## src/rtl/day_line_sequencer.sv

```systemverilog
// Line sequencer for the `day` calibration core: buffers each input line, replays it
// into the core after a core reset, and accumulates the two-digit results.
module day_line_sequencer #(
  parameter int MAX_LINE      = 64,
  parameter int SETTLE_CYCLES = 1,
  parameter int SUM_W         = 32,
  parameter int CNT_W         = 16
) (
  input  logic             clk,
  input  logic             rst,
  input  logic [7:0]       s_data,
  input  logic             s_valid,
  output logic             s_ready,
  input  logic             s_last,
  output logic             core_rst_n,
  output logic [7:0]       core_char,
  input  logic [15:0]      core_result,
  output logic [SUM_W-1:0] sum_out,
  output logic [CNT_W-1:0] line_count,
  output logic [CNT_W-1:0] err_count,
  output logic             trunc_flag,
  output logic             busy,
  output logic             done
);

  localparam int PTR_W = $clog2(MAX_LINE + 1);
  localparam int IDX_W = (MAX_LINE > 1) ? $clog2(MAX_LINE) : 1;
  localparam logic [PTR_W-1:0] MAX_PTR     = PTR_W'(MAX_LINE);
  localparam logic [PTR_W-1:0] PTR_ONE     = PTR_W'(1);
  localparam logic [3:0]       SETTLE_LAST = 4'(SETTLE_CYCLES - 1);
  localparam logic [CNT_W-1:0] CNT_MAX     = {CNT_W{1'b1}};
  localparam logic [7:0]       CHAR_CR     = 8'h0D;
  localparam logic [7:0]       CHAR_LF     = 8'h0A;

  typedef enum logic [2:0] {
    ST_LOAD, ST_CLEAR, ST_FEED, ST_SETTLE, ST_CAPTURE, ST_DONE
  } state_t;

  state_t           state_q, state_d;
  logic [PTR_W-1:0] wr_ptr_q, wr_ptr_d;
  logic [PTR_W-1:0] rd_ptr_q, rd_ptr_d;
  logic [3:0]       settle_cnt_q, settle_cnt_d;
  logic             last_seen_q, last_seen_d;
  logic [SUM_W-1:0] sum_q, sum_d;
  logic [CNT_W-1:0] line_count_q, line_count_d;
  logic [CNT_W-1:0] err_count_q, err_count_d;
  logic             trunc_q, trunc_d;
  logic             busy_q, busy_d;
  logic             done_q, done_d;
  logic             s_ready_q, s_ready_d;
  logic             core_rst_n_q, core_rst_n_d;
  logic [7:0]       core_char_q, core_char_d;

  logic [7:0]       buf_q [MAX_LINE];
  logic             buf_we;
  logic             xfer;
  logic             result_ok;
  logic [6:0]       line_value;

  function automatic logic is_ascii_digit(input logic [7:0] c);
    return (c >= 8'h30) && (c <= 8'h39);
  endfunction

  assign xfer       = s_valid && s_ready_q;
  assign result_ok  = is_ascii_digit(core_result[15:8]) && is_ascii_digit(core_result[7:0]);
  assign line_value = {3'b000, core_result[11:8]} * 7'd10 + {3'b000, core_result[3:0]};

  // Next-state logic; outputs are derived from the next state so they register in step with it.
  always_comb begin
    state_d      = state_q;
    wr_ptr_d     = wr_ptr_q;
    rd_ptr_d     = rd_ptr_q;
    settle_cnt_d = settle_cnt_q;
    last_seen_d  = last_seen_q;
    sum_d        = sum_q;
    line_count_d = line_count_q;
    err_count_d  = err_count_q;
    trunc_d      = trunc_q;
    buf_we       = 1'b0;

    case (state_q)
      ST_LOAD: begin
        if (xfer) begin
          if (s_last) begin
            last_seen_d = 1'b1;
          end else begin
            last_seen_d = last_seen_q;
          end
          if ((s_data != CHAR_CR) && (s_data != CHAR_LF)) begin
            if (wr_ptr_q == MAX_PTR) begin
              trunc_d = 1'b1;
            end else begin
              buf_we   = 1'b1;
              wr_ptr_d = wr_ptr_q + PTR_ONE;
            end
          end else begin
            wr_ptr_d = wr_ptr_q;
          end
          if ((s_data == CHAR_LF) || s_last) begin
            if (wr_ptr_d == '0) begin
              state_d = last_seen_d ? ST_DONE : ST_LOAD;
            end else begin
              state_d = ST_CLEAR;
            end
          end else begin
            state_d = ST_LOAD;
          end
        end else begin
          state_d = ST_LOAD;
        end
      end
      ST_CLEAR: begin
        rd_ptr_d = '0;
        state_d  = ST_FEED;
      end
      ST_FEED: begin
        if ((rd_ptr_q + PTR_ONE) == wr_ptr_q) begin
          settle_cnt_d = 4'd0;
          state_d      = ST_SETTLE;
        end else begin
          rd_ptr_d = rd_ptr_q + PTR_ONE;
        end
      end
      ST_SETTLE: begin
        if (settle_cnt_q == SETTLE_LAST) begin
          state_d = ST_CAPTURE;
        end else begin
          settle_cnt_d = settle_cnt_q + 4'd1;
        end
      end
      ST_CAPTURE: begin
        if (result_ok) begin
          sum_d = sum_q + SUM_W'(line_value);
        end else if (err_count_q != CNT_MAX) begin
          err_count_d = err_count_q + {{(CNT_W-1){1'b0}}, 1'b1};
        end else begin
          err_count_d = err_count_q;
        end
        if (line_count_q != CNT_MAX) begin
          line_count_d = line_count_q + {{(CNT_W-1){1'b0}}, 1'b1};
        end else begin
          line_count_d = line_count_q;
        end
        wr_ptr_d = '0;
        state_d  = last_seen_q ? ST_DONE : ST_LOAD;
      end
      ST_DONE: begin
        state_d = ST_DONE;
      end
      default: begin
        state_d = ST_LOAD;
      end
    endcase

    s_ready_d = (state_d == ST_LOAD);
    done_d    = (state_d == ST_DONE);
    busy_d    = !(((state_d == ST_LOAD) && (wr_ptr_d == '0)) || (state_d == ST_DONE));

    // In LOAD the core keeps its last result, so its reset is simply held.
    case (state_d)
      ST_LOAD:    begin core_rst_n_d = core_rst_n_q; core_char_d = 8'h00; end
      ST_CLEAR:   begin core_rst_n_d = 1'b0;         core_char_d = 8'h00; end
      ST_FEED:    begin core_rst_n_d = 1'b1;         core_char_d = buf_q[rd_ptr_d[IDX_W-1:0]]; end
      ST_SETTLE:  begin core_rst_n_d = 1'b1;         core_char_d = 8'h00; end
      ST_CAPTURE: begin core_rst_n_d = 1'b1;         core_char_d = 8'h00; end
      ST_DONE:    begin core_rst_n_d = 1'b0;         core_char_d = 8'h00; end
      default:    begin core_rst_n_d = 1'b0;         core_char_d = 8'h00; end
    endcase
  end

  // Controller state and registered outputs.
  always_ff @(posedge clk) begin
    if (rst) begin
      state_q      <= ST_LOAD;
      wr_ptr_q     <= '0;
      rd_ptr_q     <= '0;
      settle_cnt_q <= 4'd0;
      last_seen_q  <= 1'b0;
      sum_q        <= '0;
      line_count_q <= '0;
      err_count_q  <= '0;
      trunc_q      <= 1'b0;
      busy_q       <= 1'b0;
      done_q       <= 1'b0;
      s_ready_q    <= 1'b0;
      core_rst_n_q <= 1'b0;
      core_char_q  <= 8'h00;
    end else begin
      state_q      <= state_d;
      wr_ptr_q     <= wr_ptr_d;
      rd_ptr_q     <= rd_ptr_d;
      settle_cnt_q <= settle_cnt_d;
      last_seen_q  <= last_seen_d;
      sum_q        <= sum_d;
      line_count_q <= line_count_d;
      err_count_q  <= err_count_d;
      trunc_q      <= trunc_d;
      busy_q       <= busy_d;
      done_q       <= done_d;
      s_ready_q    <= s_ready_d;
      core_rst_n_q <= core_rst_n_d;
      core_char_q  <= core_char_d;
    end
  end

  // Line buffer; contents need no reset because wr_ptr bounds what is replayed.
  always_ff @(posedge clk) begin
    if (buf_we) begin
      buf_q[wr_ptr_q[IDX_W-1:0]] <= s_data;
    end
  end

  assign s_ready    = s_ready_q;
  assign core_rst_n = core_rst_n_q;
  assign core_char  = core_char_q;
  assign sum_out    = sum_q;
  assign line_count = line_count_q;
  assign err_count  = err_count_q;
  assign trunc_flag = trunc_q;
  assign busy       = busy_q;
  assign done       = done_q;

endmodule

```

## config.mk

```make
export PLATFORM = sky130hd
export DESIGN_NAME = day_line_sequencer
export DESIGN_NICKNAME = d
export VERILOG_FILES = /design/src/rtl/day_line_sequencer.sv
export SDC_FILE = /design/constraint.sdc
export NUM_CORES = 1
export LEC_CHECK = 0
export ABC_AREA = 1
export BUFFER_PORTS_ARGS = -buffer_cell sky130_fd_sc_hd__buf_2
export CORE_AREA = 2 2 310 312
export CTS_BUF_LIST = sky130_fd_sc_hd__clkbuf_2
export DETAILED_ROUTE_END_ITERATION = 8
export DIE_AREA = 0 0 312 314
export PLACE_DENSITY = 0.45
export SYNTH_ARGS = -nofsm -noshare
export SYNTH_HDL_FRONTEND = slang
export SYNTH_SLANG_ARGS = --single-unit
```

## constraint.sdc

```tcl
create_clock -name clk -period 4.7 [get_ports clk]
set_input_delay 0.94 -clock clk [delete_from_list [all_inputs] [get_ports clk]]
set_output_delay 0.94 -clock clk [all_outputs]
set_load 0.03 [all_outputs]
```

; ---- After elaboration in Yosys (flattened, before gate mapping)
; Memory sizes are Yosys's and may differ from the RTL's. A register that Yosys moved wholly into a read port is not among the register bits.
; Index checks and enable logic that the tools add are counted.
[totals]
regBits = 91
n_memories = 1
mem_bits_rw = 512
[op_classes]
multipliers = 1
magnitude_cmp = 4
n_reduce_logical = 25
n_bitwise = 2
n_eq_ne = 19
add_sub_neg = 7
muxes = 29
[mem_list]
columns = name, words, width, rd, rd_clocked_by_memory_dff, write_ports, line_no
row1 = buf_q, 64, 8, 1, 1, 1, 54  ; logic [7:0] buf_q [MAX_LINE];
[ops]
columns = op, n
row1 = 7-bit 2-to-1 mux, 6
row2 = 16-bit by 1-bit adder with 16-bit output (second input constant), 2
row3 = 32-bit by 7-bit adder with 32-bit output, 1
row4 = 16-bit != test (second input constant), 2
row5 = 7-bit case mux with 2 select lines, 2
row6 = 3-bit 2-to-1 mux, 7
row7 = 3-bit case mux with 6 select lines, 1
row8 = 8-bit by 6-bit >= comparator with 1-bit output (second input constant), 2
row9 = 8-bit by 6-bit less-or-equal comparator with 1-bit output (second input constant), 2
row10 = 8-bit by 4-bit != test with 1-bit output (second input constant), 2
row11 = 7-bit by 1-bit adder with 7-bit output (second input constant), 2
row12 = 7-bit logical NOT, 2
row13 = 3-bit by 2-bit == test with 1-bit output (second input constant), 4
row14 = 3-bit == test (second input constant), 4
row15 = 1-bit 2-to-1 mux, 9
row16 = 8-bit by 4-bit == test with 1-bit output (second input constant), 1
row17 = 4-bit 2-to-1 mux, 2
row18 = 4-bit case mux with 2 select lines, 1
row19 = 2-bit AND reduction, 4
row20 = 7-bit by 4-bit adder with 7-bit output, 1
row21 = 7-bit == test, 1
row22 = 7-bit == test (second input constant), 1
row23 = 1-bit logical AND, 6
row24 = 3-bit logical NOT, 2
row25 = other kinds (14), 20

; ---- Depth between registers and ports, before layout
; Gate-level depths: netlist of run 1.
[logic_depth]
depth_word = 14
depth_mapped = 25

; ---- Least setup slack after synthesis of run 1
; Ideal clock, no wire load.
[synth_timing]
path_type = input to register
from = input port core_result[9]
to = register sum_q[30] (netlist: sum_out[30])
cell_stages = 17
path_slack_ps = 587
setup_ps = 115
arrival_time_ps = 3998
cell_sequence = ha_1 -> ha_1 -> fa_1 -> xor2_1 -> ha_1 -> nand2_1 -> o21ai_0 -> a21oi_1 -> nor2_1 -> nand4_1 -> nor2_1 -> nand3_1 -> nor2_2 -> nand2_1 -> nor2_1 -> a21oi_1 -> o21a_1
[synth_between]
elab_chain_len = 4
word_cells_on_any_way = 8
[synth_rtl]
columns = element, line_no
row1 = "start, declared", 17  ; input logic [15:0] core_result,
row2 = branches (longest 4 deep; another with 32-bit by 7-bit adder with 32-bit output), n/a
row3 = "end signal, assigned", 194  ; sum_q <= sum_d;
row4 = "end, declared", 44  ; logic [SUM_W-1:0] sum_q, sum_d;
; Parallel ways; which one is timed is not known.
; A chain may end at the register's enable or synchronous reset.

; ---- Worst setup path after layout of run 1
[layout_timing]
from = register rd_ptr_q[0]
to = register core_char_q[2] (netlist: core_char[2]), read port of buf_q
[layout_between]
elab_chain_len = 7
word_cells_on_any_way = 9
[layout_rtl]
columns = element, line_no
row1 = "start, declared", 41  ; logic [PTR_W-1:0] rd_ptr_q, rd_ptr_d;
row2 = "start signal, assigned", 191  ; rd_ptr_q <= rd_ptr_d;
row3 = 7-bit by 1-bit adder with 7-bit output, "117, 121"
row4 = 7-bit == test, 117  ; if ((rd_ptr_q + PTR_ONE) == wr_ptr_q) begin
row5 = 3-bit 2-to-1 mux, 117
row6 = 3-bit case mux with 6 select lines, 81  ; case (state_q)
row7 = 3-bit by 2-bit == test with 1-bit output, 160  ; case (state_d)
row8 = 1-bit NOT (no line), n/a
row9 = 2-bit OR reduction (no line), n/a
row10 = "end, declared", 52  ; logic [7:0] core_char_q, core_char_d;
; Several ways; a longest one is shown, not always the timed one. The select of a mux whose other input is x is not followed.

==> qor.txt, run 1 <==
status: complete, no violations
Max clock buf depth: 3
H-tree lvl count: 4
cts hold-fix bufs: 3
Worst Tran Pin Value: 1.28 ns
Via Count: 20842
dpl ws: 0.132 ns
Die H: 314 µm
CTS sink cnt: 611
port bufs: 104
post-route setup slack: 0.754 ns
max frequency: 253 MHz
number of global-route vias before repair: 20929
num rows: 113
syn_nets: 2839
GRT Residual Overflow: 0
Synth area leaders: edfxtp_1 (55%), nand3_1 (9.4%), dfxtp_1 (7.0%)
sequential standard cell area: 0.0174 mm²
multiplexer share of the synthesized area: 0%
Setup CP Type: reg -> reg
total length of routed wires: 82500 µm
Worst Hold Depth: 2
CTS root buffer: clkbuf_2
RSZ-0062 raised after global routing: false
Post-CTS Setup Inserts: 0
Post-Synth XOR/XNOR Area: 0.748%
Setup crit end kind: flip-flop
Leakage: 12.1 nW
Synth top area share: 54.7%
Clk Latency, worst-skew pair: 1.40 ns
worst r2r src: rd_ptr_q[0]
largest family of logic cells by synthesized area: simple AND/OR/NAND/NOR gates
largest fanout on the critical path: 72
Hold Startpoint: s_data[4]
Routed Antenna Nets: 0
Hold WC Path Type: in -> reg
Synth Area in Simple Gates: 25.5%
Synth Area in Compound Gates: 3.21%
setup tns final: 0 ns
max-slew violations: 0
Cell Area, Synth: 0.0281 mm²
post-synthesis sequential area ratio: 61.7%
worst rel slew slack: 14.3%
Die W: 312 µm
nets: 3010
synthesized instance count: 2788
first-iteration detailed-routing DRC count: 1416
fin util: 33.4%
dominant cell type by area after synthesis: edfxtp_1
clock skew: 0.0899 ns
post-DP HPWL: 48100 µm
period utilization: 84.0%
Initial Utilization: 29.8%
reg2reg setup slack: 0.75 ns
pin count of the biggest net entering global routing: 152
hold slack: 0.200 ns
Crit path arrival time: 5.20 ns
Synth Area in Adders: 1.10%
Hold EP: buf_q[1][4]
CORE AREA: 0.0944 mm²
router iterations before antenna repair: 7
post-synthesis cell type count: 48
startpoint types: flip-flop
first-pass GRT wire length: 126000 µm
Post-Syn Area per Cell: 10.1 µm²
register bit total from synthesis: 611
Via-to-Cell Ratio: 4.79
Fillers: 9832
area delta synth->final: 12.2%
MaxCap Viol Count: 0
Remaining DRCs: 0
R2R Path End: core_char[2]
Clk pin slew, worst setup/hold paths: 0.12 ns
minimum clock period: 3.95 ns
Reg2Reg Depth: 23
ratio of cells with drive above 1 in the final layout: 14.1%
routed len/inst: 19.0 µm
design area: 0.0316 mm²
Power Density: 343 mW/mm²
Global Route Usage Sum: 16.9%
area of the multi-input gates: 0.00863 mm²
Fin. Hold Viols: 0
Top Ports: 105
CTS tree: done
Die Footprint: 0.0980 mm²
final setup fails: 0
Max VDD drop: 193 µV
CTS resizes: 0
Ys Warns: 0
routability congestion estimate: 0.864
Num CTS Buffers: 165
initial antenna violation count: 2
Area after DPL: 0.0299 mm²
Req. time, crit path: 5.95 ns
[worst max-delay path: stages (launching register included)]
cell,delay [ns]
dfxtp_1,0.46
ha_1,0.24
inv_1,0.05
nand2_1,0.08
nand2_1,0.11
nand2_1,0.08
nand2_1,0.05
nor2_1,0.12
nand2_1,0.09
nor2_2,0.17
nand2_4,0.11
nand2_8,0.13
nand2_8,0.25
nand2_8,0.50
buf_12,0.29
nand2_1,0.09
nand3_1,0.09
nand3_1,0.09
nand3_1,0.15
nand3_1,0.18
nand2_1,0.15
nand2_1,0.06
nand2_1,0.12
nor2_1,0.07
[Yosys cell counts (all sizes together)]
cell type	count
nand3	530
a31oi	3
dfxtp	99
a32oi	1
o2bb2ai	1
nand2	439
and3	2
nor4	9
xor2	19
fa	3
clkbuf	31
clkinv	2
nand4	24
nand3b	216
ha	20
a21o	1
and2	1
o21a	9
xnor2	5
inv	374
o21ai	52
a211oi	3
buf	119
nor2	174
a21oi	69
or2	1
edfxtp	512
o211ai	10
o22ai	5
nor3	41
a22oi	4
nor3b	9
[area by class of cell]
cell class	instances	area share, %
Tap cell	1265	5.02
Sequential cell	611	55.0
Timing Repair Buffer	154	3.14
Clock inverter	55	1.22
Multi-Input combinational cell	1651	27.4
Inverter	376	4.48
Clock buffer	235	3.73
Antenna cell	7	0.0555
[sequential cells by signal (all words and copies together), names as in the netlist]
signal and flops:
last_seen_q 1, core_rst_n 1, line_count 16, buf_q 512
state_q 3, s_ready 1, settle_cnt_q 4, core_char 8
busy 1, wr_ptr_q 7, done 1, trunc_flag 1
sum_out 32, rd_ptr_q 7, err_count 16
[how the worst max path moves through the flow]
| stage | startpoint | end |
|---|---|---|
| finish | rd_ptr_q[0] | core_char[2] |
| detailed placement | core_result[9] | sum_out[30] |
| global placement | core_result[9] | sum_out[23] |
| floorplan | core_result[9] | sum_out[30] |
| global route | rd_ptr_q[0] | core_char[2] |
| CTS | rd_ptr_q[0] | core_char[7] |
[per-layer routing]
metal / global-route usage (%) / wire (µm) / vias up
li1: - / - / 9997
met4: 6.13 / 1830 / 0
met1: 22.0 / 36900 / 10117
met3: 3.72 / 5110 / 122
met2: 27.5 / 38700 / 606
met5: 0 / 0 / -
[stage by stage]
| step | total power [mW] | instances |
|---|---|---|
| floorplan | 6.63 | 2788 |
| global placement | 6.98 | 4054 |
| detailed placement | 6.99 | 4054 |
| CTS | 11.0 | 4347 |
| global route | 11.4 | 4354 |
| finish | 10.8 | 4354 |
[kinds of logic after synthesis]
| family | count (synthesis) |
|---|---|
| compound gates | 158 |
| xor+xnor | 24 |
| fa+ha+maj | 23 |
| buf+inv | 526 |
| flops | 611 |
| simple gates | 1446 |
[layout by cell type, fill, tap and decap left out, types with 4 or more instances in the layout]
cell and instances:
a21oi_1 69, buf_2 104, nand4_1 24, clkbuf_2 235, diode_2 7, dfxtp_1 99, nand3_1 529, buf_4 40
o21ai_0 47, inv_2 6, nand2_1 432, o21a_1 9, o21ai_1 5, bufinv_16 5, a22oi_1 4, nand3b_1 216
edfxtp_1 512, o211ai_1 10, clkinv_1 35, buf_12 7, clkinv_2 9, nor2_2 6, xnor2_1 5, nor4_1 8
xor2_1 19, nor3b_1 9, nor2_1 168, inv_1 369, nor3_1 39, ha_1 20
[power by group]
group          switching [mW]  total (mW)  internal (mW)
Sequential             0.0250        5.91           5.89
Combinational           0.682       0.948          0.266
Clock                    2.33        3.97           1.64
Total                    3.03        10.8           7.79
(Power assumes the default switching activity.)
==> run 2, diff against run 1 <==
==> config.mk (replaced) <==
export PLATFORM = sky130hd
export DESIGN_NAME = day_line_sequencer
export DESIGN_NICKNAME = d
export VERILOG_FILES = /design/src/rtl/day_line_sequencer.sv
export SDC_FILE = /design/constraint.sdc
export NUM_CORES = 1
export LEC_CHECK = 0
export ABC_AREA = 0
export BUFFER_PORTS_ARGS = -buffer_cell sky130_fd_sc_hd__buf_2
export CORE_AREA = 2 2 298 300
export CTS_BUF_LIST = sky130_fd_sc_hd__clkbuf_2
export DETAILED_ROUTE_END_ITERATION = 8
export DIE_AREA = 0 0 300 302
export PLACE_DENSITY = 0.47
export SYNTH_ARGS = -nofsm -noshare
export SYNTH_HDL_FRONTEND = slang
export SYNTH_SLANG_ARGS = --single-unit
==> constraint.sdc (replaced) <==
create_clock -name clk -period 3.35 [get_ports clk]
set_input_delay 0.67 -clock clk [delete_from_list [all_inputs] [get_ports clk]]
set_output_delay 0.67 -clock clk [all_outputs]
set_load 0.03 [all_outputs]
==> qor.txt, run 2 <==
first-iteration detailed-routing DRC count: 1563
post-synthesis cell type count: 77
CTS tree: done
area delta synth->final: 25.3%
Num CTS Buffers: 166
Setup crit end kind: flip-flop
syn_nets: 2135
routed len/inst: 21.4 µm
nets: 2540
synthesized instance count: 2084
Via Count: 19127
dpl ws: -0.391 ns
multiplexer share of the synthesized area: 1.41%
Setup CP Type: reg -> reg
Worst Tran Pin Value: 1.01 ns
sequential standard cell area: 0.0174 mm²
ys async rst share: 0%
Fillers: 8633
final setup fails: 7
post-synthesis sequential area ratio: 66.9%
CTS root buffer: clkbuf_2
Via-to-Cell Ratio: 5.06
number of global-route vias before repair: 19305
dominant cell type by area after synthesis: edfxtp_1
port bufs: 104
count leader, synth: edfxtp_1
total length of routed wires: 81000 µm
Synth top area share: 59.3%
max frequency: 289 MHz
area of the multi-input gates: 0.00870 mm²
Design Power: 21.1 mW
routability congestion estimate: 0.846
num rows: 109
Fin. Hold Viols: 0
ratio of cells with drive above 1 in the final layout: 29.9%
Net Sw Frac: 36.4%
period utilization: 103%
commonest non-fill, non-tap cells in the layout: edfxtp_1 (512), nand2_1 (324), clkbuf_2 (245)
Leakage: 11.9 nW
Synth top cells by count: edfxtp_1 (512), nand2_1 (326), nor2_1 (179), and3_1 (124), a211oi_1 (112)
Synth Area in Adders: 1.20%
first-pass GRT wire length: 120000 µm
worst rel slew slack: 32.5%
max-slew violations: 0
Top Ports: 105
switching pwr: 7.67 mW
Synth area leaders: edfxtp_1 (59%), dfxtp_1 (7.6%), nand2_1 (4.7%)
router iterations before antenna repair: 5
violations in the final reports: setup timing
number of synthesized flops with an enable pin: 512
Synth Area in Simple Gates: 13.2%
Post-Syn Area per Cell: 12.4 µm²
initial antenna violation count: 5
Cell Area, Synth: 0.0259 mm²
Die H: 302 µm
post-route setup slack: -0.110 ns
Routed Antenna Nets: 0
setup tns final: -0.396 ns
RSZ-0062 raised after global routing: true
minimum clock period: 3.46 ns
register bit total from synthesis: 611
Hold WC Path Type: in -> reg
Req. time, crit path: 4.58 ns
reg2reg setup slack: -0.11 ns
status: finished with violations
CTS sink cnt: 611
fin util: 37.1%
hold slack: 0.311 ns
Ys Warns: 0
Initial Utilization: 29.6%
pin count of the biggest net entering global routing: 91
largest family of logic cells by synthesized area: simple AND/OR/NAND/NOR gates
clock skew: 0.117 ns
Flop pwr share: 39.3%
post-DP HPWL: 49400 µm
Crit path arrival time: 4.69 ns
GRT Residual Overflow: 0
startpoint types: flip-flop
CORE AREA: 0.0876 mm²
Post-Synth XOR/XNOR Area: 2.40%
largest fanout on the critical path: 19
Die Footprint: 0.0906 mm²
Clk pin slew, worst setup/hold paths: 0.10 ns
Internal Power: 13.4 mW
Max clock buf depth: 3
Global Route Usage Sum: 17.7%
Power Density: 648 mW/mm²
main flop type after synthesis: edfxtp_1
Max VDD drop: 478 µV
max FFs per register: 512
most common cell after layout, fill and taps aside: edfxtp_1
H-tree lvl count: 4
Clk Latency, worst-skew pair: 1.34 ns
Comb power frac: 35.6%
Remaining DRCs: 0
Die W: 300 µm
clock share of power: 25.1%
MaxCap Viol Count: 0
Synth Area in Compound Gates: 12.3%
==> run 2: cell count changes after synthesis, moves of 32 or more <==
cell      before  now
clkbuf_1      30   81
nand3b_1     216    2
a211oi_1       3  112
mux2i_1        0   32
nand3_1      529   41
buf_2        102   35
a311oi_1       0   38
and3_1         2  124
inv_1        369   24
a31oi_1        3   41
nand2_1      432  326
==> run 2: critical path, cell delays in order (launching register included) <==
cell	delay, ns
dfxtp_2	0.37
buf_6	0.13
nand3_4	0.07
o31ai_4	0.29
o311ai_4	0.16
buf_4	0.16
o2111a_2	0.29
a311o_2	0.43
buf_12	0.18
buf_12	0.16
a211oi_2	0.19
a311oi_2	0.10
o31ai_2	0.32
mux2i_1	0.21
a211o_1	0.30
==> run 2: cells by family after synthesis <==
kind of cell | Yosys count
AND/OR/NAND/NOR | 753
flip-flops | 611
AO/OA/AOI/OAI | 426
buffers and inverters | 164
XOR/XNOR | 71
multiplexers | 36
adder cells (fa/ha/maj) | 23
==> run 2: path summary, 6_finish.rpt <==
check                  from            to  depth (start not counted)
max             rd_ptr_q[0]  core_char[6]                         14
min          core_result[3]    sum_out[4]                          8
max reg2reg     rd_ptr_q[0]  core_char[6]                         14
min reg2reg      trunc_flag    trunc_flag                          2
==> run 2: what timing repair did <==
item	4_1_cts	5_1_grt
setup buffers	26	10
hold buffers	23	0
endpoints found under the setup margin	8	13
pin swaps	34	38
gates resized for setup	119	78
hold endpoints to repair	339	0
cloned	10	1
==> run 2: per-layer routing <==
layer  GRT usage, %  vias to the layer above  routed length (µm)
li1               -                     8796                   -
met1           22.6                     9531               35000
met2           28.5                      629               38300
met3           4.67                      171                5280
met4           7.08                        0                2460
met5              0                        -                   0
==> run 2: layout make-up <==
| class | instances | area share, % |
|---|---|---|
| sequential | 611 | 53.5 |
| clock buffer | 245 | 3.77 |
| multi-input combinational | 1309 | 26.8 |
| antenna | 3 | 0.0231 |
| tap | 1165 | 4.48 |
| clock inverter | 46 | 0.777 |
| inverter | 24 | 0.277 |
| timing repair buffer | 377 | 10.4 |
==> run 2: per-stage QoR <==
step / cell area [µm²] / instances
finish: 32500 / 3780
global route: 32500 / 3779
CTS: 32100 / 3769
detailed placement: 29300 / 3420
global placement: 29300 / 3420
floorplan: 25900 / 2084
==> run 2: power groups by stage <==
stage | registers [mW] | clock network [mW] | logic, mW
3_5_place_dp | 8.44 | 0 | 6.38
4_1_cts | 8.28 | 5.50 | 7.18
6_report | 8.27 | 5.30 | 7.50
2_1_floorplan | 8.47 | 0 | 3.48
5_1_grt | 8.28 | 5.90 | 8.02
3_3_place_gp | 8.44 | 0 | 6.38
==> run 3, diff against run 2 <==
--- a/config.mk
+++ b/config.mk
@@ -7,11 +7,13 @@
 export LEC_CHECK = 0
 export ABC_AREA = 0
 export BUFFER_PORTS_ARGS = -buffer_cell sky130_fd_sc_hd__buf_2
+export CELL_PAD_IN_SITES_DETAIL_PLACEMENT = 1
+export CELL_PAD_IN_SITES_GLOBAL_PLACEMENT = 2
 export CORE_AREA = 2 2 298 300
 export CTS_BUF_LIST = sky130_fd_sc_hd__clkbuf_2
 export DETAILED_ROUTE_END_ITERATION = 8
 export DIE_AREA = 0 0 300 302
-export PLACE_DENSITY = 0.47
+export PLACE_DENSITY = 0.61
 export SYNTH_ARGS = -nofsm -noshare
 export SYNTH_HDL_FRONTEND = slang
 export SYNTH_SLANG_ARGS = --single-unit
==> qor.txt, run 3 (synthesis results as in run 2) <==
routed len/inst: 22.6 µm
CTS tree: done
Fillers: 9510
Top Ports: 105
MaxCap Viol Count: 0
initial antenna violation count: 2
Max clock buf depth: 3
violations in the final reports: setup timing
Die Footprint: 0.0906 mm²
largest fanout on the critical path: 6
setup tns final: -0.427 ns
Die W: 300 µm
num rows: 109
Fin. Hold Viols: 0
number of global-route vias before repair: 20343
pin count of the biggest net entering global routing: 65
Hold WC Path Type: in -> reg
Leakage: 12.0 nW
Worst Hold Depth: 8
max-slew violations: 0
router iterations before antenna repair: 5
port bufs: 104
commonest non-fill, non-tap cells in the layout: edfxtp_1 (512), nand2_1 (325), clkbuf_2 (244)
H-tree lvl count: 4
Max VDD drop: 396 µV
CORE AREA: 0.0876 mm²
Setup crit end kind: flip-flop
Power Density: 682 mW/mm²
ratio of cells with drive above 1 in the final layout: 29.9%
routability congestion estimate: 0.807
minimum clock period: 3.43 ns
Num CTS Buffers: 164
final setup fails: 8
Design Power: 22.2 mW
first-pass GRT wire length: 127000 µm
post-route setup slack: -0.0784 ns
Reg2Reg Depth: 17
CTS sink cnt: 611
post-DP HPWL: 53900 µm
hold slack: 0.186 ns
Initial Utilization: 29.6%
startpoint types: flip-flop
Via-to-Cell Ratio: 5.03
CTS root buffer: clkbuf_2
Clk pin slew, worst setup/hold paths: 0.11 ns
GRT Residual Overflow: 0
max FFs per register: 512
Clk Latency, worst-skew pair: 1.33 ns
max frequency: 292 MHz
Req. time, crit path: 4.51 ns
first-iteration detailed-routing DRC count: 1100
worst rel slew slack: 32.3%
total length of routed wires: 85000 µm
nets: 2539
area delta synth->final: 25.4%
Global Route Usage Sum: 18.6%
Setup CP Type: reg -> reg
Remaining DRCs: 0
Worst Tran Pin Value: 1.01 ns
clock skew: 0.123 ns
Crit path arrival time: 4.59 ns
Routed Antenna Nets: 0
Via Count: 18964
period utilization: 102%
most common cell after layout, fill and taps aside: edfxtp_1
RSZ-0062 raised after global routing: true
Die H: 302 µm
status: finished with violations
## run 3: cell type report
class / count / area, µm² / area share [%]
Antenna cell: 3 / 7.51 / 0.0231
Clock buffer: 244 / 1220 / 3.75
Clock inverter: 36 / 231 / 0.711
Inverter: 24 / 90.1 / 0.277
Multi-Input combinational cell: 1309 / 8720 / 26.8
Sequential cell: 611 / 17400 / 53.4
Tap cell: 1165 / 1460 / 4.48
Timing Repair Buffer: 378 / 3450 / 10.6
## run 3: path summary, 6_finish.rpt
| path | start | to | slack (ns) |
|---|---|---|---|
| min reg2reg | trunc_flag | trunc_flag | 0.49 |
| max reg2reg | rd_ptr_q[0] | core_char[3] | -0.08 |
| max | rd_ptr_q[0] | core_char[3] | -0.08 |
| min | core_result[15] | sum_out[7] | 0.19 |
## run 3: per-layer routing
layer,routed length (µm),GRT usage (%)
met2,41700,31.1
met4,2080,6.98
met1,37100,23.6
met5,0,0
met3,4120,3.92
## run 3: timing repair
action                                  in CTS  in global routing
gates cloned                                 3                  7
hold endpoints to repair                   242                  0
resized for setup                           88                 98
endpoints found under the setup margin       8                  8
pin swaps                                   24                 36
hold buffers                                18                  0
setup buffers                               17                 13
## run 3: stage by stage
step           util, %  std cells  area [µm²]  setup slack (ns)
6_report          37.2       3770       32500           -0.0784
5_1_grt           37.2       3770       32500            -0.222
4_1_cts           36.3       3751       31800            -0.107
3_5_place_dp      33.7       3434       29500            -0.405
3_3_place_gp      33.7       3434       29500            -0.371
2_1_floorplan        -       2084       25900            0.0461
## run 3: where the power goes
| part | total, mW | internal (mW) | switching (mW) |
|---|---|---|---|
| clock network | 5.29 | 2.10 | 3.18 |
| logic | 8.62 | 3.71 | 4.90 |
| registers | 8.27 | 8.25 | 0.0233 |
## run 3: worst max-delay path, cell delays in order (launching register included)
cell	delay, ns
dfxtp_2	0.36
ha_4	0.19
xor2_4	0.16
xnor2_2	0.24
o2111ai_4	0.20
buf_6	0.17
o21ai_4	0.22
buf_6	0.16
nand2_8	0.11
buf_8	0.17
clkbuf_16	0.19
buf_4	0.17
nand2_1	0.08
a311oi_1	0.11
or3_1	0.38
o311ai_2	0.10
buf_4	0.17
o211ai_1	0.15
